`src/rtl/alarm_sequencer.sv`:
```
// alarm_sequencer: drives a beeping speaker tone once the countdown timer
// expires. Each beep is an ON phase (square wave on BZ) followed by a silent
// OFF phase. The sequence repeats until BEEP_MAX beeps have sounded or the user
// presses STOP. Every output comes straight from a flop.
// Optional feature: define ALARM_LED_EN to add a rotating one-hot LED that
// marks the current beep. Without it, LED is tied low and has no register.
module alarm_sequencer #(
    parameter int TONE_DIV = 1,
    parameter int BEEP_ON  = 200,
    parameter int BEEP_OFF = 200,
    parameter int BEEP_MAX = 30
) (
    input  logic       CLOCK,
    input  logic       RESET,
    input  logic       START,
    input  logic       STOP,
    output logic       BZ,
    output logic [7:0] LED,
    output logic       ACTIVE,
    output logic       DONE
);

    localparam int PH_MAX = (BEEP_ON > BEEP_OFF) ? BEEP_ON : BEEP_OFF;
    localparam int PH_W   = $clog2(PH_MAX + 1);
    localparam int TONE_W = $clog2(TONE_DIV + 1);
    localparam int BEEP_W = $clog2(BEEP_MAX + 1);

    typedef enum logic [1:0] {
        IDLE = 2'd0,
        ON   = 2'd1,
        OFF  = 2'd2
    } state_t;

    state_t              state, state_n;
    logic [PH_W-1:0]     phase_cnt, phase_n;
    logic [TONE_W-1:0]   tone_cnt, tone_n;
    logic [BEEP_W-1:0]   beep_cnt, beep_n;
    logic                bz_n, active_n, done_n;

    // State, counters and registered outputs; reset aborts silently with no DONE
    always_ff @(posedge CLOCK or posedge RESET) begin
        if (RESET) begin
            state     <= IDLE;
            phase_cnt <= '0;
            tone_cnt  <= '0;
            beep_cnt  <= '0;
            BZ        <= 1'b0;
            ACTIVE    <= 1'b0;
            DONE      <= 1'b0;
        end else begin
            state     <= state_n;
            phase_cnt <= phase_n;
            tone_cnt  <= tone_n;
            beep_cnt  <= beep_n;
            BZ        <= bz_n;
            ACTIVE    <= active_n;
            DONE      <= done_n;
        end
    end

    // Next-state and next-output logic. STOP outranks START and also outranks the phase timers
    always_comb begin
        state_n  = state;
        phase_n  = phase_cnt;
        tone_n   = tone_cnt;
        beep_n   = beep_cnt;
        bz_n     = BZ;
        active_n = ACTIVE;
        done_n   = 1'b0;

        case (state)
            IDLE: begin
                bz_n     = 1'b0;
                active_n = 1'b0;
                if (START && !STOP) begin
                    state_n  = ON;
                    phase_n  = '0;
                    tone_n   = '0;
                    beep_n   = '0;
                    bz_n     = 1'b1;
                    active_n = 1'b1;
                end
            end

            ON: begin
                if (STOP) begin
                    state_n  = IDLE;
                    bz_n     = 1'b0;
                    active_n = 1'b0;
                end else if (phase_cnt == PH_W'(BEEP_ON - 1)) begin
                    state_n = OFF;
                    phase_n = '0;
                    bz_n    = 1'b0;
                    if (beep_cnt != BEEP_W'(BEEP_MAX)) begin
                        beep_n = beep_cnt + BEEP_W'(1);
                    end
                end else begin
                    phase_n = phase_cnt + PH_W'(1);
                    if (tone_cnt == TONE_W'(TONE_DIV - 1)) begin
                        tone_n = '0;
                        bz_n   = ~BZ;
                    end else begin
                        tone_n = tone_cnt + TONE_W'(1);
                    end
                end
            end

            OFF: begin
                bz_n = 1'b0;
                if (STOP) begin
                    state_n  = IDLE;
                    active_n = 1'b0;
                end else if (phase_cnt == PH_W'(BEEP_OFF - 1)) begin
                    phase_n = '0;
                    if (beep_cnt < BEEP_W'(BEEP_MAX)) begin
                        state_n = ON;
                        tone_n  = '0;
                        bz_n    = 1'b1;
                    end else begin
                        state_n  = IDLE;
                        active_n = 1'b0;
                        done_n   = 1'b1;
                    end
                end else begin
                    phase_n = phase_cnt + PH_W'(1);
                end
            end

            default: begin
                state_n  = IDLE;
                bz_n     = 1'b0;
                active_n = 1'b0;
            end
        endcase
    end

`ifdef ALARM_LED_EN
    logic [7:0] led_n;

    // One-hot beep marker derived from the upcoming state; completed beep count picks the bit
    always_comb begin
        led_n = 8'h00;
        if (state_n == ON) begin
            led_n = 8'h01 << (32'(beep_n) % 32'd8);
        end
    end

    // LED register, cleared by reset like the other outputs
    always_ff @(posedge CLOCK or posedge RESET) begin
        if (RESET) begin
            LED <= 8'h00;
        end else begin
            LED <= led_n;
        end
    end
`else
    assign LED = 8'h00;
`endif

endmodule

```
`config.mk`:
```
export PLATFORM = sky130hd
export DESIGN_NAME = alarm_sequencer
export DESIGN_NICKNAME = d
export VERILOG_FILES = /design/src/rtl/alarm_sequencer.sv
export SDC_FILE = /design/constraint.sdc
export NUM_CORES = 1
export LEC_CHECK = 0
export BUFFER_PORTS_ARGS = -buffer_cell sky130_fd_sc_hd__buf_2
export CAP_MARGIN = 20
export CORE_MARGIN = 1
export CORE_UTILIZATION = 30
export CTS_CLUSTER_DIAMETER = 120
export DETAILED_ROUTE_END_ITERATION = 8
export MAX_ROUTING_LAYER = met4
export SLEW_MARGIN = 10
export SYNTH_ARGS = -nofsm -noshare
export SYNTH_HDL_FRONTEND = slang
export SYNTH_SLANG_ARGS = --single-unit
```
`constraint.sdc`:
```
create_clock -name CLOCK -period 2.1 [get_ports CLOCK]
set_clock_uncertainty 0.15 [all_clocks]
set_input_delay 0.315 -clock CLOCK [delete_from_list [all_inputs] [get_ports CLOCK]]
set_output_delay 0.315 -clock CLOCK [all_outputs]
set_load 0.1 [all_outputs]
```
# Word level (Yosys, flattened, before mapping)
# Index checks and enable logic that the tools add are counted.
word_totals:
  reg_bits: 19
  in_bits: 4
  out_inout_bits: 11
  wordCells: 83
classes:
  add_sub_neg: 3
  n_lt_le_gt_ge: 1
  n_eq_ne: 18
  muxes: 41
  bitwise_logic: 1
  n_reduce_logical: 12
op_table:
  columns: ["op", "count"]
  rows:
  - ["8-bit 2-to-1 mux", 3]
  - ["1-bit 2-to-1 mux", 23]
  - ["5-bit 2-to-1 mux", 4]
  - ["2-bit inequality test, second input constant", 10]
  - ["8-bit one-hot mux with 2 select lines", 1]
  - ["2-bit 2-to-1 mux", 5]
  - ["5-bit one-hot mux with 2 select lines", 1]
  - ["3-bit inequality test, second input constant", 3]
  - ["1-bit one-hot mux with 3 select lines", 3]
  - ["3-bit AND reduction", 3]
  - ["8-bit by 1-bit adder with 8-bit output, second input constant", 1]
  - ["8-bit == test, second input constant", 1]
  - ["7-bit AND reduction", 1]
  - ["2-bit one-hot mux with 3 select lines", 1]
  - ["5-bit by 1-bit adder with 5-bit output, second input constant", 1]
  - ["5-bit < comparator, second input constant", 1]
  - ["5-bit inequality test, second input constant", 1]
  - ["5-bit AND reduction", 1]
  - ["4-bit inequality test, second input constant", 1]
  - ["2-bit nonzero test", 2]
  - ["3-bit nonzero test", 1]
  - ["2-bit by 1-bit == test with 1-bit output, second input constant", 1]
  - ["2-bit == test, second input constant", 1]
  - ["2-bit logical NOT", 1]
  - ["other kinds (5)", 5]

# Longest topological paths before layout
depth:
  ltp_word: 5
  mapped_depth: 7

# Least setup slack after synthesis
# OpenSTA, ideal clock, no wires.
synth_timing:
  path_kind: "reg2reg"
  from: "register state[0]"
  to: "register phase_cnt[3]"
  arrival_time_ns: 1.642
  slack_ns: 0.176
  stages_incl_launch_ff: 8
  path_buffers: 1
  period_less_slack_ns: 1.924
  path_cell_list: "dfrtp_1 -> inv_1 -> ha_1 -> mux2i_1 -> or2_2 -> clkbuf_1 -> a21oi_1 -> nor2_1"
synth_via:
  elab_chain_len: 4
  word_cells_on_any_way: 9
  cone_classes: "4 x eq/ne; 1 x mux; 4 x reduce/logical"
synth_lines:
  columns: ["element", "line", "rtl"]
  rows:
  - ["start, declared", "34", "state_t state, state_n;"]
  - ["start signal, assigned", "51", "state <= state_n;"]
  - ["2-bit == test / 2-bit by 1-bit == test with 1-bit output (equally long branches)", "71", "case (state)"]
  - ["2-bit OR reduction (no source line)", null, null]
  - ["2-bit inequality test (no source line) / 2-bit nonzero test (equally long branches)", null, null]
  - ["3-bit AND reduction (no source line)", null, null]
  - ["end signal, assigned", "52", "phase_cnt <= phase_n;"]
  - ["end, declared", "35", "logic [PH_W-1:0] phase_cnt, phase_n;"]
# Several ways; a longest one is shown, not always the timed one.
# A chain may end at the register's enable or synchronous reset.

# Worst setup path after layout
layout_timing:
  from: "register state[0]"
  to: "register phase_cnt[5]"
# The elaborated chain is that of the path after synthesis.

==> results.cfg <==
[synthesis]
yosys_register_bits = 18
synth-edff-count = 0
synth_top_area_cell = dfrtp_1
yosysUniqueCellTypes = 37
synth_cells = 119
synth_top_area_share_pct = 40.0
ys_warn_count = 0
synth_flop_cell = dfrtp_1
synthesis.area_um2 = 1130
yosys-top-cells-area = dfrtp_1 (40%), ha_1 (7.8%), buf_4 (5.3%)
postSynthAreaPerCell_um2 = 9.47
ys_seq_area_share_pct = 40.0
async_flop_share_pct = 100
yosysMostFrequentCell = dfrtp_1
synthTopCellsByCount = dfrtp_1 (18), nor2_1 (11), buf_4 (8), inv_1 (8)

[sta]
timing.fmax_mhz = 513
period_share_pct = 92.9
period_needed_ps = 1950
worstMarginPinSlew_ps = 684
fin_tns_setup_ps = 0
timing.final.ws_setup_ps = 150
rsz0062_at_grt = no
report.final.slew_viol_count = 0
setup_violations = 0
hold-worst-slack_ps = -2.73
slew_headroom_pct = 54.3
hold_viol_final = 1

[critical_path]
start_kind = register
critPathCaptureType = register
r2r_slack_ps = 150
path_max_fanout = 5
crit_arrival_ps = 1940
path_class = reg -> reg
required_ps = 2090

[layout]
n_antenna_cell = 0
final_core_util_pct = 35.6
layout.nets = 140
layoutNonFillerInstCount = 173
syn_to_final_growth_pct = 9.43
drive_above_1_share_pct = 14.2
stdcell_area_um2 = 1230

[grt]
grt_pass1_wl_um = 3660
first_global_vias = 823
gr-total-overflow = 0
gr-usage-all-layers_pct = 12.6
grt_max_degree = 19
antenna_found_initial = 0

[die]
die_y_um = 63.3
design.die.area_um2 = 4010
initial_core_util_pct = 32.5
die_x_um = 63.3
ios = 15
core-area_um2 = 3470
fp-row-count = 21

[cts]
cts_tree = done
cts-root-buf = clkbuf_8
numClockSinks = 18
numCtsBuffers = 3
cts_setup_buffers = 0
clkLatencyLatePin_ps = 260
clkSlewWorstSetupHoldPaths_ps = 70
h-tree-depth = 1
cts_max_path_buffers = 2

[power_and_ir_drop]
vdd_ir_drop_max_mv = 0.508
intPower_mw = 0.735
power.share.sequential_pct = 36.0
finalPower_mw = 1.29
power_leakage_nw = 0.566
p_sw_mw = 0.555
combPwrFrac_pct = 45.2
swShare_pct = 43.0
p_per_area_nw_per_um2 = 1050
clock_power_share_pct = 18.8

[status]
failed_checks = hold timing
outcome = finished with violations

[detailed_routing]
drc_errors = 0
drt-initial-drc-count = 15
antenna_left = 0
wl_um = 2070
num_vias = 835
drtPass1Iterations = 4
wl_per_cell_um = 11.9
via_per_inst = 4.83

[worst_hold_path]
hp-class = in -> async

[placement]
gp_congestion = 0.821
numPortBuffers = 6
pre_cts_slack_ps = 109
dp_cells = 170
hpwl_um = 1590
placed_area_um2 = 1190

[flow_run]
cap_viol_max_count = 0
-- per-layer routing --
layer  GRT usage [%]  vias to the layer above  share of wire (%)
met5               -                        -                  0
met4            5.97                        0                1.9
met3            3.80                        5                3.5
met2            19.8                       12                 45
met1            14.7                      399                 50
li1                -                      419                  -
-- cell usage in the layout (no fill, tap or decap), types with 2 or more instances in the layout --
| cell | count |
|---|---|
| a31oi_1 | 7 |
| and3_1 | 2 |
| buf_2 | 6 |
| buf_4 | 2 |
| clkbuf_8 | 3 |
| conb_1 | 8 |
| dfrtp_1 | 18 |
| ha_1 | 7 |
| inv_1 | 8 |
| mux2i_1 | 3 |
| nand2_1 | 4 |
| nand2b_1 | 6 |
| nand4_1 | 2 |
| nand4b_1 | 2 |
| nor2_1 | 11 |
| nor2b_1 | 2 |
| nor3_1 | 4 |
| nor4_1 | 2 |
| o21ai_0 | 4 |
| o31ai_1 | 2 |
| or3_1 | 2 |
| xnor2_1 | 5 |
-- repair_timing --
action	in CTS	in global routing
gates resized for setup	0	1
hold buffers	0	0
endpoints found under the setup margin	0	2
-- final timing paths --
path,startpoint,endpoint,cells after the start
setup / recovery,state[0],phase_cnt[5],7
hold / removal,RESET,phase_cnt[7],2
setup reg to reg,state[0],phase_cnt[5],7
hold reg to reg,beep_cnt[4],beep_cnt[4],1
max in group asynchronous,RESET,state[1],2
min in group CLOCK,START,ACTIVE,4
-- layout make-up --
type / instances / area [µm²]
clock buffer: 3 / 41.3
tap: 46 / 57.6
sequential: 18 / 450
fill: 373 / 2230
multi-input combinational: 90 / 609
timing repair buffer: 8 / 45.0
inverter: 8 / 30.0
-- registers in the layout, summed over array words and instances (netlist names) --
register / flops
ACTIVE: 1
BZ: 1
DONE: 1
beep_cnt: 5
phase_cnt: 8
state: 2
-- cell families (layout without fill, tap and decap cells) --
logic type / after synthesis / count (layout) / synth area share, %
AND/OR/NAND/NOR: 45 / 45 / 22.9
multiplexers: 5 / 5 / 4.99
AO/OA/AOI/OAI: 20 / 20 / 11.5
adder cells (fa/ha/maj): 7 / 7 / 7.77
flip-flops: 18 / 18 / 40.0
XOR/XNOR: 5 / 5 / 3.88
buffers and inverters: 18 / 19 / 8.66
other: 1 / 8 / 0.333
-- power by group through the flow --
stage               Clock (mW)  Combinational, mW  Sequential, mW
floorplan                    0              0.396           0.545
global placement             0              0.567           0.466
detailed placement           0              0.584           0.470
CTS                      0.257              0.586           0.464
global route             0.269              0.642           0.475
finish                   0.243              0.583           0.464
-- critical path, stage by stage, from the launching register on --
cell     delay, ps
dfrtp_1        390
inv_1           80
ha_1           350
mux2i_1        100
buf_4          160
nor4_1         360
xnor2_1        170
nor2_1          50
(Power assumes the default switching activity.)
